### config.mk
export PLATFORM = sky130hd
export DESIGN_NAME = iter_shifter
export DESIGN_NICKNAME = d
export VERILOG_FILES = /design/src/rtl/instr_pkg.sv /design/src/rtl/types_pkg.sv /design/src/rtl/iter_shifter.sv
export SDC_FILE = /design/constraint.sdc
export NUM_CORES = 1
export LEC_CHECK = 0
export ABC_AREA = 0
export BUFFER_PORTS_ARGS = -buffer_cell sky130_fd_sc_hd__buf_4
export CORE_MARGIN = 4
export CORE_UTILIZATION = 40
export DETAILED_ROUTE_END_ITERATION = 10
export HOLD_SLACK_MARGIN = 0.05
export PLACE_DENSITY = 0.64
export REMOVE_ABC_BUFFERS = 1
export SYNTH_ARGS = -nofsm -noshare
export SYNTH_HDL_FRONTEND = slang
export SYNTH_SLANG_ARGS = --single-unit
### constraint.sdc
create_clock -name clk -period 2.6 [get_ports clk]
set_clock_uncertainty 0.2 [all_clocks]
set_input_delay 0.26 -clock clk [delete_from_list [all_inputs] [get_ports clk]]
set_output_delay 0.26 -clock clk [all_outputs]
set_load 0.005 [all_outputs]
### src/rtl/instr_pkg.sv
// Instruction-level encodings; the 3-bit field leaves room for codes the shifter
// does not implement.
package instr_pkg;

   typedef enum logic [2:0] {
      ROLL   = 3'd0,
      ROLR   = 3'd1,
      SHIFTL = 3'd2,
      SHIFTR = 3'd3
   } opcode_t;

endpackage

### src/rtl/types_pkg.sv
// Shared scalar types, the iterative-shifter FSM state and the operand width decode
// used by the shift and bitwise units.
package types_pkg;

   typedef logic [63:0] ulong_t;
   typedef logic [7:0]  ubyte_t;

   typedef enum logic [1:0] {
      BITS_8  = 2'd0,
      BITS_16 = 2'd1,
      BITS_32 = 2'd2,
      BITS_64 = 2'd3
   } sizeFlags_t;

   typedef enum logic [1:0] {
      IDLE = 2'd0,
      STEP = 2'd1,
      DONE = 2'd2
   } shifter_state_t;

   typedef struct packed {
      logic [6:0] w;
      ulong_t     mask;
   } width_t;

   function automatic width_t decode_width(input sizeFlags_t s);
      width_t d;
      d = '0;
      case (s)
         BITS_8:  begin d.w = 7'd8;  d.mask = 64'h0000_0000_0000_00FF; end
         BITS_16: begin d.w = 7'd16; d.mask = 64'h0000_0000_0000_FFFF; end
         BITS_32: begin d.w = 7'd32; d.mask = 64'h0000_0000_FFFF_FFFF; end
         BITS_64: begin d.w = 7'd64; d.mask = 64'hFFFF_FFFF_FFFF_FFFF; end
         default: d = '0;
      endcase
      return d;
   endfunction

endpackage

### src/rtl/iter_shifter.sv
// Iterative shifter/rotator: one bit per cycle over a W-bit working register,
// optionally threading a carry bit through shifts and rotates.
module iter_shifter
   import types_pkg::*;
   import instr_pkg::*;
(
   input  logic       clk,
   input  logic       rst_n,
   input  logic       req_valid,
   output logic       req_ready,
   input  opcode_t    op,
   input  sizeFlags_t size,
   input  logic       use_carry,
   input  logic       carry_in,
   input  ulong_t     a,
   input  ubyte_t     amount,
   output logic       resp_valid,
   input  logic       resp_ready,
   output ulong_t     result,
   output logic       carry_out,
   output logic       busy
);

   shifter_state_t state, state_nxt;
   ulong_t         r, r_step, r_fin, top;
   logic           c, c_step, c_fin, fill, msb;
   logic [7:0]     n, eff, wp1, wm1;
   opcode_t        op_q;
   sizeFlags_t     size_q;
   logic           uc_q, accept, op_ok;
   width_t         acc, wq;

   assign acc    = decode_width(size);
   assign wq     = decode_width(size_q);
   assign top    = 64'd1 << (wq.w - 7'd1);
   assign msb    = |(r & top);
   assign wp1    = {1'b0, acc.w} + 8'd1;
   assign wm1    = {1'b0, acc.w} - 8'd1;
   assign accept = req_valid && (state == IDLE);
   assign op_ok  = op_q inside {ROLL, ROLR, SHIFTL, SHIFTR};

   // Step count decided at accept; unknown opcodes take zero steps.
   always_comb begin
      eff = '0;
      case (op)
         SHIFTL, SHIFTR: eff = (amount > wp1) ? wp1 : amount;
         ROLL, ROLR: begin
            if (use_carry) begin
               case (size)
                  BITS_8:  eff = amount % 8'd9;
                  BITS_16: eff = amount % 8'd17;
                  BITS_32: eff = amount % 8'd33;
                  default: eff = amount % 8'd65;
               endcase
            end else begin
               eff = amount & wm1;
            end
         end
         default: eff = '0;
      endcase
   end

   always_comb begin
      r_step = r;
      c_step = c;
      case (op_q)
         SHIFTR: begin c_step = r[0]; r_step = (r >> 1) | (fill ? top : '0); end
         SHIFTL: begin c_step = msb;  r_step = ((r << 1) | {63'd0, fill}) & wq.mask; end
         ROLR: begin
            c_step = r[0];
            r_step = (r >> 1) | ((uc_q ? c : r[0]) ? top : '0);
         end
         ROLL: begin
            c_step = msb;
            r_step = ((r << 1) | {63'd0, (uc_q ? c : msb)}) & wq.mask;
         end
         default: ;
      endcase
      r_fin = (n != 8'd0) ? r_step : r;
      c_fin = (n != 8'd0) ? c_step : c;
   end

   // A zero-count request still spends one STEP cycle, so latency is always 1+max(n,1).
   always_comb begin
      state_nxt  = state;
      req_ready  = 1'b0;
      resp_valid = 1'b0;
      busy       = 1'b1;
      case (state)
         IDLE: begin
            req_ready = 1'b1;
            busy      = 1'b0;
            if (req_valid) state_nxt = STEP;
         end
         STEP: if (n <= 8'd1) state_nxt = DONE;
         DONE: begin
            resp_valid = 1'b1;
            if (resp_ready) state_nxt = IDLE;
         end
         default: state_nxt = IDLE;
      endcase
   end

   always_ff @(posedge clk or negedge rst_n) begin
      if (!rst_n) state <= IDLE;
      else        state <= state_nxt;
   end

   always_ff @(posedge clk or negedge rst_n) begin
      if (!rst_n) begin
         r         <= '0;
         c         <= 1'b0;
         fill      <= 1'b0;
         n         <= '0;
         op_q      <= ROLL;
         size_q    <= BITS_8;
         uc_q      <= 1'b0;
         result    <= '0;
         carry_out <= 1'b0;
      end else if (accept) begin
         r      <= a & acc.mask;
         c      <= use_carry && carry_in;
         fill   <= use_carry && carry_in;
         op_q   <= op;
         size_q <= size;
         uc_q   <= use_carry;
         n      <= eff;
      end else if (state == STEP) begin
         if (n != 8'd0) begin
            r    <= r_step;
            c    <= c_step;
            fill <= 1'b0;
            n    <= n - 8'd1;
         end
         if (n <= 8'd1) begin
            result    <= op_ok ? r_fin : '0;
            carry_out <= op_ok && c_fin;
         end
      end
   end

endmodule
Yosys cells after proc, flatten, opt, wreduce, memory -nomap -nowiden. Index checks and enable logic that the tools add are counted. Widths: inputs -> output; s select.

Register bits: 147. Bits of input ports: 83. Output and inout bits: 68. Logic and storage cells: 100.

Add/sub/neg operators: 4. Divide/modulo/power cells: 4. Magnitude comparators: 2. Equality and inequality tests: 17. Shifts and indexed selects: 1. Multiplexer cells: 32. Bitwise logic cells: 10. Reductions and logical operators: 20.

Operators by type and width (count): $pmux 71 s4 (2); $mux 64 (6); $and 64x64->64 (4); $pmux 64 s4 (1); $or 63x64->64 (2); $or 64x1->64 (2); $reduce_or 64->1 (1); $shl 1x7->64 const A (1); $mux 8 (5); $pmux 8 s3 (1); $pmux 8 s2 (1); $eq 3x2->1 const B (4); $mux 1 (11); $eq 2x2->1 const B (5); $add 7x1->8 const B (1); $and 8x8->8 (1); $gt 8x8->1 (1); $le 8x1->1 const B (1); $mod 8x4->8 const B (1); $mod 8x5->8 const B (1); $mod 8x6->8 const B (1); $mod 8x7->8 const B (1); $reduce_bool 8->1 (1); $reduce_or 2->1 (4); other kinds (17) (31).

Longest topological paths before layout. Gate-level depths: netlist (run 1).

Depth in word-level cells: 13. Depth in mapped cells: 39. Mapped depth without buffers: 35.

Worst setup path after synthesis (run 1). OpenSTA, ideal clock, no wires.

Path kind: input-to-reg. From: input port size[1]. To: register n[1]. Setup time: 0.126 ns. Arrival: 7.535 ns. Data required time: 2.274 ns. Setup slack: -5.261 ns. Stages on the path: 33. Path buffers: 4. Cell sequence: clkbuf_1 -> nand2_1 -> clkinv_1 -> clkbuf_1 -> ha_1 -> nand2b_1 -> or4_4 -> nand2_1 -> mux2i_1 -> ha_1 -> and2_1 -> o21a_1 -> a41oi_1 -> o32ai_1 -> xor2_1 -> ha_1 -> o21ai_0 -> a21oi_1 -> o41a_1 -> mux2_2 -> ha_1 -> a21o_1 -> or2_2 -> a31o_1 -> o21bai_1 -> buf_4 -> mux2_2 -> ha_1 -> o2111a_1 -> a211oi_2 -> buf_2 -> a32o_1 -> a221o_1.

Cells in the longest elaborated chain, start to end: 7. Elaborated cells between the ends (all ways): 12. Those cells by class: 1 x add/sub; 1 x order compare; 3 x eq/ne; 6 x mux; 1 x reduce/logical.

RTL lines: start, declared (line iter_shifter.sv:12) `input sizeFlags_t size,`; $eq 2x2->1, or another cell as far along (line types_pkg.sv:29) `case (s)`; $pmux 71 s4 (line types_pkg.sv:29); $add 7x1->8 (line iter_shifter.sv:37) `assign wp1 = {1'b0, acc.w} + 8'd1;`; $gt 8x8->1 (line iter_shifter.sv:46) `SHIFTL, SHIFTR: eff = (amount > wp1) ? wp1 : amount;`; $mux 8 (line iter_shifter.sv:46); $pmux 8 s2 * (line iter_shifter.sv:45) `case (op)`; $mux 8 * (line iter_shifter.sv:120) `end else if (accept) begin`; end signal, assigned (line iter_shifter.sv:133) `n <= n - 8'd1;`; end, declared (line iter_shifter.sv:27) `logic [7:0] n, eff, wp1, wm1;`.

Every way passes the cells marked *; elsewhere a longest branch is shown, timed or not. The select of a mux whose other input is x is not followed. A chain may end at the register's enable or synchronous reset.

Worst setup path after layout (run 1).
From: input port amount[0]. To: register n[1].

Cells in the longest elaborated chain, start to end: 5. Elaborated cells between the ends (all ways): 10. Those cells by class: 4 x div; 1 x order compare; 5 x mux.

RTL lines: start, declared (line iter_shifter.sv:16) `input ubyte_t amount,`; $mod 8x7->8, or another cell as far along (line iter_shifter.sv:53) `default: eff = amount % 8'd65;`; $pmux 8 s3 (line iter_shifter.sv:49) `case (size)`; $mux 8 (line iter_shifter.sv:48) `if (use_carry) begin`; $pmux 8 s2 * (line iter_shifter.sv:45); $mux 8 * (line iter_shifter.sv:120).

Every way passes the cells marked *; elsewhere a longest branch is shown, timed or not.

==> impl_metrics.toml, run 1 <==
[floorplanning]
start_util_pct = 40.5
fp.dieH_um = 159
design.die.area_mm2 = 0.0253
placementRows = 55
die_w_um = 159
coreArea_mm2 = 0.0226
ios = 151

[routing]
firstDrtPassIters = 5
drt_first_iter_violations = 571
final_antenna_net_count = 0
wl_per_cell_um = 17.0
viasPerCell = 5.59
drt-total-wl_um = 29700
drc = 0
vias = 9761

[logic_synthesis]
synth_compound_area_share_pct = 30.4
synthArstFlopShare_pct = 100
synth_area_mm2 = 0.00913
synth_area_per_cell_um2 = 8.34
yosys.area_share.adder_pct = 3.42
muxShareOfSynthArea_pct = 2.62
ys_seq_area_share_pct = 40.3
synth_cell_types = 73
synth_top_area_share_pct = 40.3
ys_ff_latch = 147
ys_top_cells_by_area = "dfrtp_1 40%, o21ai_0 11%, a221o_1 5.9%, a21oi_1 4.9%, nor2_1 4.1%"
yosysTopAreaCell = "dfrtp_1"
synth_simple_gate_area_share_pct = 16.7
synthFlopType = "dfrtp_1"
postSynthCellCount = 1095
yosysWarnings = 0
synth-xor-area-share_pct = 2.01
synth_edf_count = 0
synth_top_family_by_area = "compound AO/OA/AOI/OAI gates"

[hold_path]
worstHoldEndpoint = "n[0]"
hold_path_class = "input pin to flip-flop"
whs_path_depth = 3
hold_start = "req_valid"

[clock_network]
clkTransAtPathRegs_ns = 0.06
root_buffer = "clkbuf_16"
cts_tree = "done"
insertion_delay_ns = 0.42
h-tree-depth = 4
cts.sinks = 147
clock_path_buffers = 2
numCtsBuffers = 17

[critical_path]
cp.required_ns = 2.71
ff2ff_path_depth = 8
crit_type = "input pin to flip-flop"
crit_path_max_fanout = 7
worstSetupStartpointType = "input pin"
r2r_end = "result[39]"
reg2reg_slack_ns = 0.12
reg2reg_from = "n[2]"
cp_data_arrival_time_ns = 6.71
end_kind = "flip-flop"

[global_route]
grt_pass1_vias = 9762
grt_pass1_wl_um = 49000
antenna_found_initial = 0
grt_usage_pct = 23.0
overflow = 0
grt_max_degree = 124

[power]
finalPower_mw = 15.4
p_leak_nw = 6.14
vdd.ir_drop.worst_mv = 0.621
p_per_area_mw_per_mm2 = 1130

[timing]
maxSlewHeadroom_pct = 50.3
hold_violations = 0
setup_viol = 8
fmax_mhz = 151
worstMarginPinSlew_ns = 0.726
setup_slack_ns = -4.00
rsz0062_at_grt = "yes"
final.min_clock_period_ns = 6.60
fin_crit_sh_pct = 254
tns_ns = -31.26
drv_slew = 0

[status]
status = "finished, violations left"
violations = "setup timing"

[layout]
num_antenna_cells = 0
fin_cells = 1745
area_growth_pct = 48.7
num-nets-final = 1555
post-route-util_pct = 60.2
drive_gt1_share_pct = 31.3

[place]
detailed_place_hpwl_um = 20200
dp_cells = 1615
place.gp.congestion = 0.878
port_buffers = 150

[flow_run]
drv_cap = 0
==> synthesized netlist by cell type, types with 3 or more instances <==
cell type  count
a31oi_1        7
a211o_1        5
buf_1          5
a221o_1       54
dfrtp_1      147
inv_1         16
nand2b_1      13
nor3b_1        4
mux2_2         3
nor2_1       100
a21o_1        10
nor2b_1        4
o21ai_1        6
mux2i_1       16
o31ai_1        4
or2_2          9
xor2_1        11
nand3_1       62
nand2_1       99
or3_1          5
o22ai_1        3
clkbuf_1      78
o21a_1         6
a211oi_1       5
o21ai_0      209
a22oi_1        9
ha_1          25
and2_1         8
a21oi_1       90
a31o_1         4
nor3_1        14
xnor2_1       10
==> state kept, by name (all words and copies together), names as in the netlist <==
register,flops
c,1
carry_out,1
fill,1
n,8
op_q,3
r,64
result,64
size_q,2
state,2
uc_q,1
==> repair_timing <==
item,4_1_cts,5_1_grt
endpoints found under the hold margin,133,0
setup buffers,15,10
pin swaps,37,26
setup endpoints to repair,61,110
hold buffers,73,0
resized for setup,41,44
==> where the power goes <==
part	internal [mW]	switching, mW
Combinational	4.40	4.43
Sequential	3.20	0.819
Clock	1.53	0.991
==> cells by family after synthesis <==
family,count (synthesis)
compound gates,443
simple gates,333
flops,147
buf+inv,105
fa+ha+maj,25
xor+xnor,21
mux,21
==> critical path, stage by stage <==
cell	delay [ns]
buf_6	0.09
or3_4	0.42
o41a_1	0.43
mux2i_2	0.30
ha_4	0.26
and2_4	0.14
o21a_1	0.19
a41oi_2	0.22
o32ai_2	0.11
xor2_1	0.17
ha_2	0.22
a211o_1	0.30
o41a_1	0.40
mux2_4	0.36
ha_4	0.22
a21o_1	0.17
or2_4	0.22
a31o_1	0.19
o21bai_1	0.13
buf_4	0.18
mux2i_2	0.24
ha_1	0.28
a21o_1	0.17
a21o_1	0.21
a211oi_4	0.21
mux2i_1	0.11
a32o_2	0.22
a221o_1	0.29
==> cells in the final DEF (no fill, tap or decap), types with 5 or more instances in the layout <==
cell and count:
buf_4 330, a21oi_1 87, nor3_1 11, o21ai_0 198, dlygate4sd3_1 73, clkinv_2 5, clkbuf_16 17, or2_2 6
nor2_1 97, a221o_1 54, ha_4 8, o21ai_1 16, inv_1 15, a22oi_1 9, buf_6 9, o21a_1 6
nand2b_1 12, nand2_1 96, a31oi_1 7, mux2i_1 12, dfrtp_1 146, a21o_1 10, ha_1 13, xor2_1 10
or3_1 5, buf_12 7, xnor2_1 9, nand3_1 62
==> final cells by class <==
| type | count | area [µm²] |
|---|---|---|
| clock inverter | 13 | 159 |
| timing repair buffer | 420 | 3460 |
| inverter | 18 | 67.6 |
| fill | 2019 | 8990 |
| sequential | 147 | 3680 |
| tap | 285 | 357 |
| clock buffer | 19 | 443 |
| multi-input combinational | 843 | 5410 |
==> worst max-delay path by stage <==
| stage | start | end | slack [ns] | cells past startpoint |
|---|---|---|---|---|
| 6_report | amount[0] | n[1] | -4.00 | 28 |
| 5_1_grt | amount[0] | n[1] | -4.23 | 29 |
| 4_1_cts | size[1] | n[1] | -4.01 | 30 |
| 3_5_place_dp | size[1] | n[1] | -4.81 | 34 |
| 3_3_place_gp | size[1] | n[1] | -4.67 | 29 |
| 2_1_floorplan | size[0] | n[1] | -5.81 | 30 |
==> per-layer routing <==
layer	global-route usage (%)	share of wire, %	vias to the layer above
met4	7.85	2.3	0
met1	29.9	44	4704
li1	-	-	4720
met3	3.93	4.9	61
met5	0	0	-
met2	39.2	49	276
==> stage by stage <==
stage               hold WS [ns]  worst slack, ns  instance area, µm²
floorplan                 -0.236            -5.81                8790
global placement          0.0681            -4.67               11700
detailed placement        0.0670            -4.81               11700
CTS                       0.0764            -4.01               13300
global route               0.109            -4.23               13600
finish                    0.0933            -4.00               13600
No activity file was read; power rests on OpenSTA's default activity.
==> run 2, diff against run 1 <==
--- a/config.mk
+++ b/config.mk
@@ -13,6 +13,7 @@
 export HOLD_SLACK_MARGIN = 0.05
 export PLACE_DENSITY = 0.64
 export REMOVE_ABC_BUFFERS = 1
+export SLEW_MARGIN = 5
 export SYNTH_ARGS = -nofsm -noshare
 export SYNTH_HDL_FRONTEND = slang
 export SYNTH_SLANG_ARGS = --single-unit
==> constraint.sdc (replaced) <==
create_clock -name clk -period 2.6 [get_ports clk]
set_clock_uncertainty 0.2 [all_clocks]
set_input_delay 0.52 -clock clk [delete_from_list [all_inputs] [get_ports clk]]
set_output_delay 0.52 -clock clk [all_outputs]
set_load 0.005 [all_outputs]
==> run 2 against run 1 <==
The flow still finishes with violations (setup timing). Total power increased by 0.66%. Register-to-register slack improved by 0.07 ns. Sequential power about the same. Fmax down 6.4%. First-iteration DRC count rose by 2.1%. Routed wire length grew 0.68%. Critical endpoint unchanged.
==> impl_metrics.toml, run 2 (synthesis gave the netlist of run 1 again) <==
[global_route]
grt_usage_pct = 22.5
grt_max_degree = 124
grtUsageMet1_pct = 29.8
met3_usage_pct = 3.88
grt.busiest_layer = "met2"
grt_pass1_vias = 9278
overflow = 0
antenna_found_initial = 0
grt_pass1_wl_um = 47600
grt_util_met2_pct = 37.9

[hold_path]
hold_path_class = "input pin to flip-flop"
hold_start = "resp_ready"
whs_path_depth = 2
worstHoldEndpoint = "state[1]"

[floorplanning]
coreArea_mm2 = 0.0226
die_w_um = 159
start_util_pct = 40.5
placementRows = 55
fp.dieH_um = 159
ios = 151
design.die.area_mm2 = 0.0253

[routing]
drt-total-wl_um = 29900
drc = 0
drt_first_iter_violations = 583
wl_per_cell_um = 17.8
viasPerCell = 5.65
firstDrtPassIters = 5
final_antenna_net_count = 0
vias = 9514

[timing]
fmax_mhz = 142
tns_ns = -34.73
final.min_clock_period_ns = 7.05
fin_crit_sh_pct = 271
maxSlewHeadroom_pct = 54.8
hold_violations = 0
holdWs_ns = 0.0894
rsz0062_at_grt = "yes"
setup_slack_ns = -4.45
worstMarginPinSlew_ns = 0.661
drv_slew = 0
setup_viol = 8

[clock_network]
cts_tree = "done"
numCtsBuffers = 17
clock_path_buffers = 2
insertion_delay_ns = 0.42
h-tree-depth = 4
root_buffer = "clkbuf_16"
cts.sinks = 147
clkTransAtPathRegs_ns = 0.06

[critical_path]
ff2ff_path_depth = 10
cp_data_arrival_time_ns = 7.16
crit_path_max_fanout = 7
crit_type = "input pin to flip-flop"
reg2reg_slack_ns = 0.19
r2r_end = "r[42]"
end_kind = "flip-flop"
reg2reg_from = "n[3]"
crit_family = "compound AO/OA/AOI/OAI gates"
slowest_stage = "or3b_4"
critPathMaxStageDelay_ns = 0.38
critPathMostFrequentCell = "buf_4"
worstSetupStartpointType = "input pin"
cp_num_buf_inv = 14
cp.required_ns = 2.71

[layout]
num_antenna_cells = 0
top_regs = "r (64), result (64), n (8)"
layout_common_cells = "335 x buf_4, 194 x o21ai_0, 146 x dfrtp_1, 97 x nand2_1, 94 x nor2_1"
fill_cells = 2017
stdcell_area_mm2 = 0.0130
final_common_cell = "buf_4"
drive_gt1_share_pct = 34.1
area_growth_pct = 42.4
num-nets-final = 1494

[place]
place.gp.congestion = 0.875
place_ws_ns = -5.11
detailed_place_hpwl_um = 20100
placedInstanceArea_mm2 = 0.0117
port_buffers = 150

[power]
p_leak_nw = 5.91
finalPower_mw = 15.5
p_per_area_mw_per_mm2 = 1190
vdd.ir_drop.worst_mv = 0.628

[status]
violations = "setup timing"
status = "finished, violations left"

[flow_run]
drv_cap = 0
[run 2: cell count changes in the layout (fill, tap and decap cells not counted), sizes merged]
cell         previous run  this run
bufinv                  3         2
buf                   347       357
inv                    18        20
dlygate4sd3            73         1
[run 2: what timing repair did]
item / in CTS / in global routing
gates cloned: 0 / 1
pin swaps: 41 / 40
buffers inserted: 22 / 16
resized for setup: 42 / 63
setup endpoints to repair: 93 / 124
hold buffers: 1 / 0
endpoints found under the hold margin: 57 / 0
[run 2: report_power, final]
group,internal (mW),total (mW),switching [mW]
sequential,3.20,4.05,0.851
combinational,4.46,8.97,4.52
clock,1.45,2.45,1.00
total,9.10,15.5,6.37
[run 2: area by class of cell]
type                    count  area, µm²  area share, %
clock inverters            14        154           1.18
well taps                 285        357           2.74
multi-input cells         843       5450           41.9
clock buffers              18        439           3.38
repair buffers            359       2850           21.9
flip-flops and latches    147       3680           28.3
inverters                  18       67.6          0.520
[run 2: how the worst max path moves through the flow]
stage | start | endpoint | slack (ns) | cells after the start
CTS | size[0] | n[1] | -4.29 | 32
global route | size[1] | n[1] | -4.70 | 37
detailed placement | size[1] | n[1] | -5.11 | 34
finish | size[0] | n[1] | -4.45 | 40
global placement | size[1] | n[1] | -4.97 | 29
floorplan | size[0] | n[1] | -6.07 | 30
[run 2: layer usage]
metal / vias up / routed length [µm]
li1: 4606 / -
met1: 4581 / 12900
met2: 280 / 14800
met3: 47 / 1610
met4: 0 / 618
met5: - / 0
[run 2: stage by stage]
step | instances | util (%)
finish | 1684 | 57.6
floorplan | 1008 | -
global placement | 1612 | 51.6
detailed placement | 1612 | 51.6
CTS | 1667 | 55.9
global route | 1684 | 57.6
[run 2: worst register-to-register path: stages, from the launching register on]
cell and delay (ns):
dfrtp_2 0.45, nor4_4 0.28, nor3b_4 0.24, and2_4 0.20, or2_4 0.18, buf_12 0.19
a221o_1 0.14, o21ai_0 0.09, nor2_1 0.14, a21oi_1 0.06, o21ai_0 0.17
